==> src/rtl/glay_read_burst_issuer.sv <==
// glay_read_burst_issuer
// Read-request front end for one AXI4 master channel. A byte-range command is
// split into bursts that never cross a C_BURST_BEATS*BB boundary, which also
// keeps every burst inside one 4 KiB page. The bursts are driven on AR. The
// number of bursts in flight is tracked by an external transaction counter
// that this block drives through load/incr/decr. done pulses once every
// issued burst has returned its RLAST.
//
// Ports
//   ap_clk, areset          clock, asynchronous active-high reset
//   cmd_valid/ready         command handshake
//   cmd_addr, cmd_len       start byte address and byte length (low bits ignored)
//   m_axi_ar*               AR channel (valid, ready, addr, len)
//   m_axi_rvalid/rready/rlast  R channel, observed only
//   ctr_load/load_value/incr/decr  controls to the transaction counter
//   ctr_count, ctr_is_zero  registered state from the transaction counter
//   busy                    high whenever a command is being processed
//   done                    one-cycle pulse at command completion
module glay_read_burst_issuer #(
   parameter int C_ADDR_WIDTH      = 64,
   parameter int C_LEN_WIDTH       = 32,
   parameter int C_DATA_WIDTH      = 512,
   parameter int C_BURST_BEATS     = 64,
   parameter int C_MAX_OUTSTANDING = 16,
   parameter int C_CNT_WIDTH       = 5
) (
   input  logic                    ap_clk,
   input  logic                    areset,
   input  logic                    cmd_valid,
   output logic                    cmd_ready,
   input  logic [C_ADDR_WIDTH-1:0] cmd_addr,
   input  logic [C_LEN_WIDTH-1:0]  cmd_len,
   output logic                    m_axi_arvalid,
   input  logic                    m_axi_arready,
   output logic [C_ADDR_WIDTH-1:0] m_axi_araddr,
   output logic [7:0]              m_axi_arlen,
   input  logic                    m_axi_rvalid,
   input  logic                    m_axi_rready,
   input  logic                    m_axi_rlast,
   output logic                    ctr_load,
   output logic [C_CNT_WIDTH-1:0]  ctr_load_value,
   output logic                    ctr_incr,
   output logic                    ctr_decr,
   input  logic [C_CNT_WIDTH-1:0]  ctr_count,
   input  logic                    ctr_is_zero,
   output logic                    busy,
   output logic                    done
);

   localparam int BB     = C_DATA_WIDTH / 8;
   localparam int OFF_W  = $clog2(BB);
   localparam int BEAT_W = $clog2(C_BURST_BEATS);

   typedef enum logic [1:0] {IDLE, ISSUE, DRAIN, DONE} state_t;

   state_t                  state, state_nxt;
   logic [C_ADDR_WIDTH-1:0] addr;        // address of the next burst to issue
   logic [C_LEN_WIDTH-1:0]  beats_rem;   // beats not yet placed on AR
   logic [C_LEN_WIDTH-1:0]  cmd_beats;
   logic [BEAT_W:0]         room;
   logic [BEAT_W:0]         burst_beats;
   logic                    cmd_hs;
   logic                    ar_free;
   logic                    slot_free;
   logic                    issue_go;

   assign cmd_beats = cmd_len >> OFF_W;
   assign cmd_hs    = cmd_valid && (state == IDLE);

   // Beats left before the next C_BURST_BEATS-aligned boundary.
   assign room        = (BEAT_W+1)'(C_BURST_BEATS) - {1'b0, addr[OFF_W +: BEAT_W]};
   assign burst_beats = (beats_rem < C_LEN_WIDTH'(room)) ? beats_rem[BEAT_W:0] : room;

   // The AR register can take a new burst when empty or being drained this cycle.
   assign ar_free = !m_axi_arvalid || m_axi_arready;

   // ctr_count does not yet include a burst sitting on AR, so count it here;
   // otherwise a back-to-back issue would overshoot the limit by one.
   assign slot_free = ({1'b0, ctr_count} + (C_CNT_WIDTH+1)'(m_axi_arvalid))
                      < (C_CNT_WIDTH+1)'(C_MAX_OUTSTANDING);

   assign issue_go = (state == ISSUE) && (beats_rem != '0) && ar_free && slot_free;

   assign ctr_incr       = m_axi_arvalid && m_axi_arready;
   assign ctr_decr       = m_axi_rvalid && m_axi_rready && m_axi_rlast;
   assign ctr_load       = cmd_hs;
   assign ctr_load_value = '0;

   always_comb begin
      state_nxt = state;
      cmd_ready = 1'b0;
      busy      = 1'b1;
      done      = 1'b0;
      case (state)
         IDLE: begin
            cmd_ready = 1'b1;
            busy      = 1'b0;
            if (cmd_valid) begin
               state_nxt = (cmd_beats != '0) ? ISSUE : DONE;
            end
         end
         ISSUE: begin
            if ((beats_rem == '0) && ar_free) begin
               state_nxt = DRAIN;
            end
         end
         DRAIN: begin
            if (ctr_is_zero) begin
               state_nxt = DONE;
            end
         end
         DONE: begin
            done      = 1'b1;
            state_nxt = IDLE;
         end
         default: state_nxt = IDLE;
      endcase
   end

   always_ff @(posedge ap_clk or posedge areset) begin
      if (areset) begin
         state         <= IDLE;
         m_axi_arvalid <= 1'b0;
         m_axi_araddr  <= '0;
         m_axi_arlen   <= '0;
      end else begin
         state <= state_nxt;
         if (issue_go) begin
            m_axi_arvalid <= 1'b1;
            m_axi_araddr  <= addr;
            m_axi_arlen   <= 8'(burst_beats - (BEAT_W+1)'(1));
         end else if (m_axi_arready) begin
            m_axi_arvalid <= 1'b0;
         end
      end
   end

   // addr/beats_rem are advanced when a burst is loaded onto AR, so they always
   // describe the burst that follows the one currently presented.
   always_ff @(posedge ap_clk) begin
      if (cmd_hs) begin
         addr      <= cmd_addr & ~C_ADDR_WIDTH'(BB - 1);
         beats_rem <= cmd_beats;
      end else if (issue_go) begin
         addr      <= addr + (C_ADDR_WIDTH'(burst_beats) << OFF_W);
         beats_rem <= beats_rem - C_LEN_WIDTH'(burst_beats);
      end
   end

endmodule

==> config.mk <==
export PLATFORM = sky130hd
export DESIGN_NAME = glay_read_burst_issuer
export DESIGN_NICKNAME = d
export VERILOG_FILES = /design/src/rtl/glay_read_burst_issuer.sv
export SDC_FILE = /design/constraint.sdc
export NUM_CORES = 1
export LEC_CHECK = 0
export CAP_MARGIN = 20
export CORE_ASPECT_RATIO = 0.7
export CORE_MARGIN = 5
export CORE_UTILIZATION = 47
export CTS_CLUSTER_SIZE = 25
export DETAILED_ROUTE_END_ITERATION = 8
export PLACE_DENSITY = 0.78
export SLEW_MARGIN = 10
export SYNTH_ARGS = -nofsm -noshare
export SYNTH_HDL_FRONTEND = slang
export SYNTH_SLANG_ARGS = --single-unit
==> constraint.sdc <==
create_clock -name ap_clk -period 4.98 [get_ports ap_clk]
set_input_delay 0.996 -clock ap_clk [delete_from_list [all_inputs] [get_ports ap_clk]]
set_output_delay 0.996 -clock ap_clk [all_outputs]
set_load 0.05 [all_outputs]
==> flow_summary.yaml <==
pwr:
  p_clk_share_pct: 19.7
  p_int_mw: 4.00
  pwr-share-seq_pct: 29.8
  power-per-cell-area_nw_per_um2: 551
  swShare_pct: 40.7
  switching_power_mw: 2.74
  combPwrFrac_pct: 50.5
  leakagePower_nw: 4.55
  ir_worst_vdd_v: 0.000281
logic_synthesis:
  synth.area.mux_share_pct: 9.10
  synth_top_area_cell: "edfxtp_1"
  synth_compound_area_share_pct: 10.7
  synth_area_um2: 9080
  yosys.area_share.simple_pct: 16.7
  synth_top_family_by_area: "simple AND/OR/NAND/NOR gates"
  netlist_instances: 870
  synth-edff-count: 84
  ys_types: 69
  ys_ff_latch: 159
  synthTopCellsByArea: "edfxtp_1, dfrtp_1, mux2_2"
  ys_async_sr_fraction_pct: 43.4
  synth-xor-area-share_pct: 7.52
  synth-seq-area-share_pct: 48.1
  yosys.area.top_type_share_pct: 27.8
  synth-adder-area-share_pct: 4.02
  synth_warnings: 0
  synth.avg_cell_area_um2: 10.4
  synthFlopType: "edfxtp_1"
worst_hold_path:
  hold_end: "beats_rem[29]"
  holdCritPathClass: "register to register"
  worstHoldStart: "beats_rem[29]"
  hold_path_depth: 2
finish:
  fillers: 1458
  area_delta_synth_final_pct: 34.6
  drive_gt1_share_pct: 19.5
  multi_input_area_um2: 4570
  layout.area.seq_um2: 4370
  mostFrequentLayoutCells: "clkdlybuf4s50_1, nand2_1, edfxtp_1, mux2_2, dfrtp_1"
  layout_commonest_cell: "clkdlybuf4s50_1"
  n_antenna_cell: 0
  fin_nets: 1225
sta:
  finalHoldViolCount: 0
  setup_viol: 5
  setup_slack_ns: -0.0243
  relSlewSlack_pct: 47.3
  post-route-period-util_pct: 100
  maxSlewViolCount: 0
  fmax_mhz: 200
  tns_ns: -0.0851
  fin_skew_ns: 0.0112
  worst_pin_slew_ns: 0.790
  min_period_ns: 5.00
clock_network:
  path_clk_slew_ns: 0.07
  cts_max_level: 4
  root_buffer: "clkbuf_16"
  cts_buffers: 17
  max-clock-path-buffers: 2
  hold_buffers: 0
  clock-sinks: 159
  cts_tree: "built"
  insertion_delay_ns: 0.43
floorplanning:
  initial_core_util_pct: 47.9
  rows: 42
  ios: 193
  die_y_um: 126
  die-width_um: 176
  die_area_um2: 22300
  core_um2: 19000
worst_setup_path:
  required_ns: 5.15
  r2r_cells: 25
  slowest_delay_ns: 0.42
  crit_type: "register to register"
  rr_endpoint: "addr[30]"
  reg2reg_slack_ns: -0.02
  cp-end-kind: "register"
  start_kind: "register"
  cp_max_fo: 4
  cp_slowest_cell: "edfxtp_1"
  r2r_start: "addr[7]"
  cp.arrival_ns: 5.17
global_routing:
  grt_pass1_wl_mm: 38.5
  grt_pass1_vias: 7349
  grt_max_degree: 119
  antenna_found_initial: 1
  grt_usage_pct: 21.5
  grt-ovfl-total: 0
drt:
  wl_mm: 24.7
  via_count: 7604
  avgRoutedWirePerCell_um: 18.1
  drtAntennaViolNets: 0
  dr.pass1.iters: 6
  drtIter0Drc: 734
  vias_per_cell: 5.57
  drc: 0
status:
  status: "finished with violations"
  violations: "setup timing"
place:
  io_buffers: 169
  gp_congestion: 0.943
  pre_cts_slack_ns: -0.192
  dp_hpwl_mm: 17.1
flow_run:
  drv_cap: 0
-- how the worst max path moves through the flow --
stage	cells past startpoint	end	slack [ns]	start
3_5_place_dp	25	addr[60]	-0.19	addr[6]
2_1_floorplan	24	addr[34]	0.003	addr[6]
5_1_grt	24	addr[60]	-0.23	addr[7]
3_3_place_gp	25	addr[56]	-0.05	addr[6]
6_report	25	addr[30]	-0.02	addr[7]
4_1_cts	27	addr[30]	0.03	addr[6]
-- cells by family (layout without fill, tap and decap cells) --
| logic type | count (synthesis) | in the layout |
|---|---|---|
| flip-flops | 159 | 159 |
| AO/OA/AOI/OAI | 154 | 154 |
| multiplexers | 74 | 74 |
| XOR/XNOR | 78 | 78 |
| other | 1 | 11 |
| adder cells (fa/ha/maj) | 28 | 28 |
| AND/OR/NAND/NOR | 294 | 294 |
| buffers and inverters | 82 | 303 |
-- repair_timing --
action,CTS,global route
resized for setup,10,23
endpoints found under the setup margin,25,40
setup buffers,2,12
pin swaps,2,10
gates cloned,0,0
-- metal layers --
| layer | track usage, % | up-vias | part of all wire, % | wire (um) |
|---|---|---|---|---|
| li1 | - | 3569 | - | - |
| met1 | 32.2 | 3707 | 47 | 11500 |
| met2 | 32.1 | 297 | 45 | 11100 |
| met3 | 4.85 | 29 | 7.4 | 1820 |
| met4 | 4.90 | 2 | 1.2 | 284 |
| met5 | 0 | - | 0.028 | 7 |
-- layout make-up --
class,count,area share (%)
clock buffers,17,3.48
flip-flops and latches,159,35.7
clock inverters,15,1.37
repair buffers,235,18.2
inverters,36,1.13
well taps,264,2.70
multi-input cells,639,37.4
-- flip-flops by register name, indices dropped and copies added, names as in the netlist --
name,flops
beats_rem,32
m_axi_araddr,58
addr,58
m_axi_arlen,8
state,2
m_axi_arvalid,1
-- through the flow --
stage	area, um2	power, mW	std cells	utilization (%)	hold slack (ns)
2_1_floorplan	9140	4.01	880	-	0.437
3_3_place_gp	11400	4.99	1318	59.9	0.449
3_5_place_dp	11400	5.07	1318	59.9	0.461
4_1_cts	12000	6.49	1352	63.3	0.469
5_1_grt	12200	7.10	1365	64.4	0.499
6_report	12200	6.74	1365	64.4	0.463
-- cells in the mapped netlist (all sizes together) (2+ instances only) --
cell,number
nand2,96
edfxtp,84
dfrtp,69
mux2,69
o21ai,63
nor2,52
xor2,43
a21oi,37
inv,35
xnor2,35
clkbuf,32
nand3,31
ha,26
nor4,17
nand4,16
nor3,15
buf,14
and3,12
or3,11
a21o,8
a31oi,7
o31ai,7
or4,7
and4,6
dfxtp,6
and2,5
mux2i,5
nor2b,5
or2,5
a211oi,4
nand2b,4
o211ai,4
o21a,4
a221o,3
a21boi,2
fa,2
nand3b,2
nand4b,2
nor3b,2
o311ai,2
o31a,2
-- critical path, delay by kind of cell, from the launching register on --
family | cells | cell delay, ns
AO/OA/AOI/OAI | 9 | 1.59
buffers and inverters | 6 | 0.82
adder cells (fa/ha/maj) | 3 | 0.78
XOR/XNOR | 2 | 0.36
AND/OR/NAND/NOR | 5 | 0.78
flip-flops | 1 | 0.42
-- power by group through the flow --
stage / logic [mW] / registers (mW) / clock network (mW)
2_1_floorplan: 1.55 / 2.45 / 0
3_3_place_gp: 2.98 / 2.01 / 0
3_5_place_dp: 3.06 / 2.02 / 0
4_1_cts: 3.15 / 2.00 / 1.35
5_1_grt: 3.64 / 2.05 / 1.41
6_report: 3.40 / 2.01 / 1.33
Note: power is estimated with default switching activity, not from simulation.
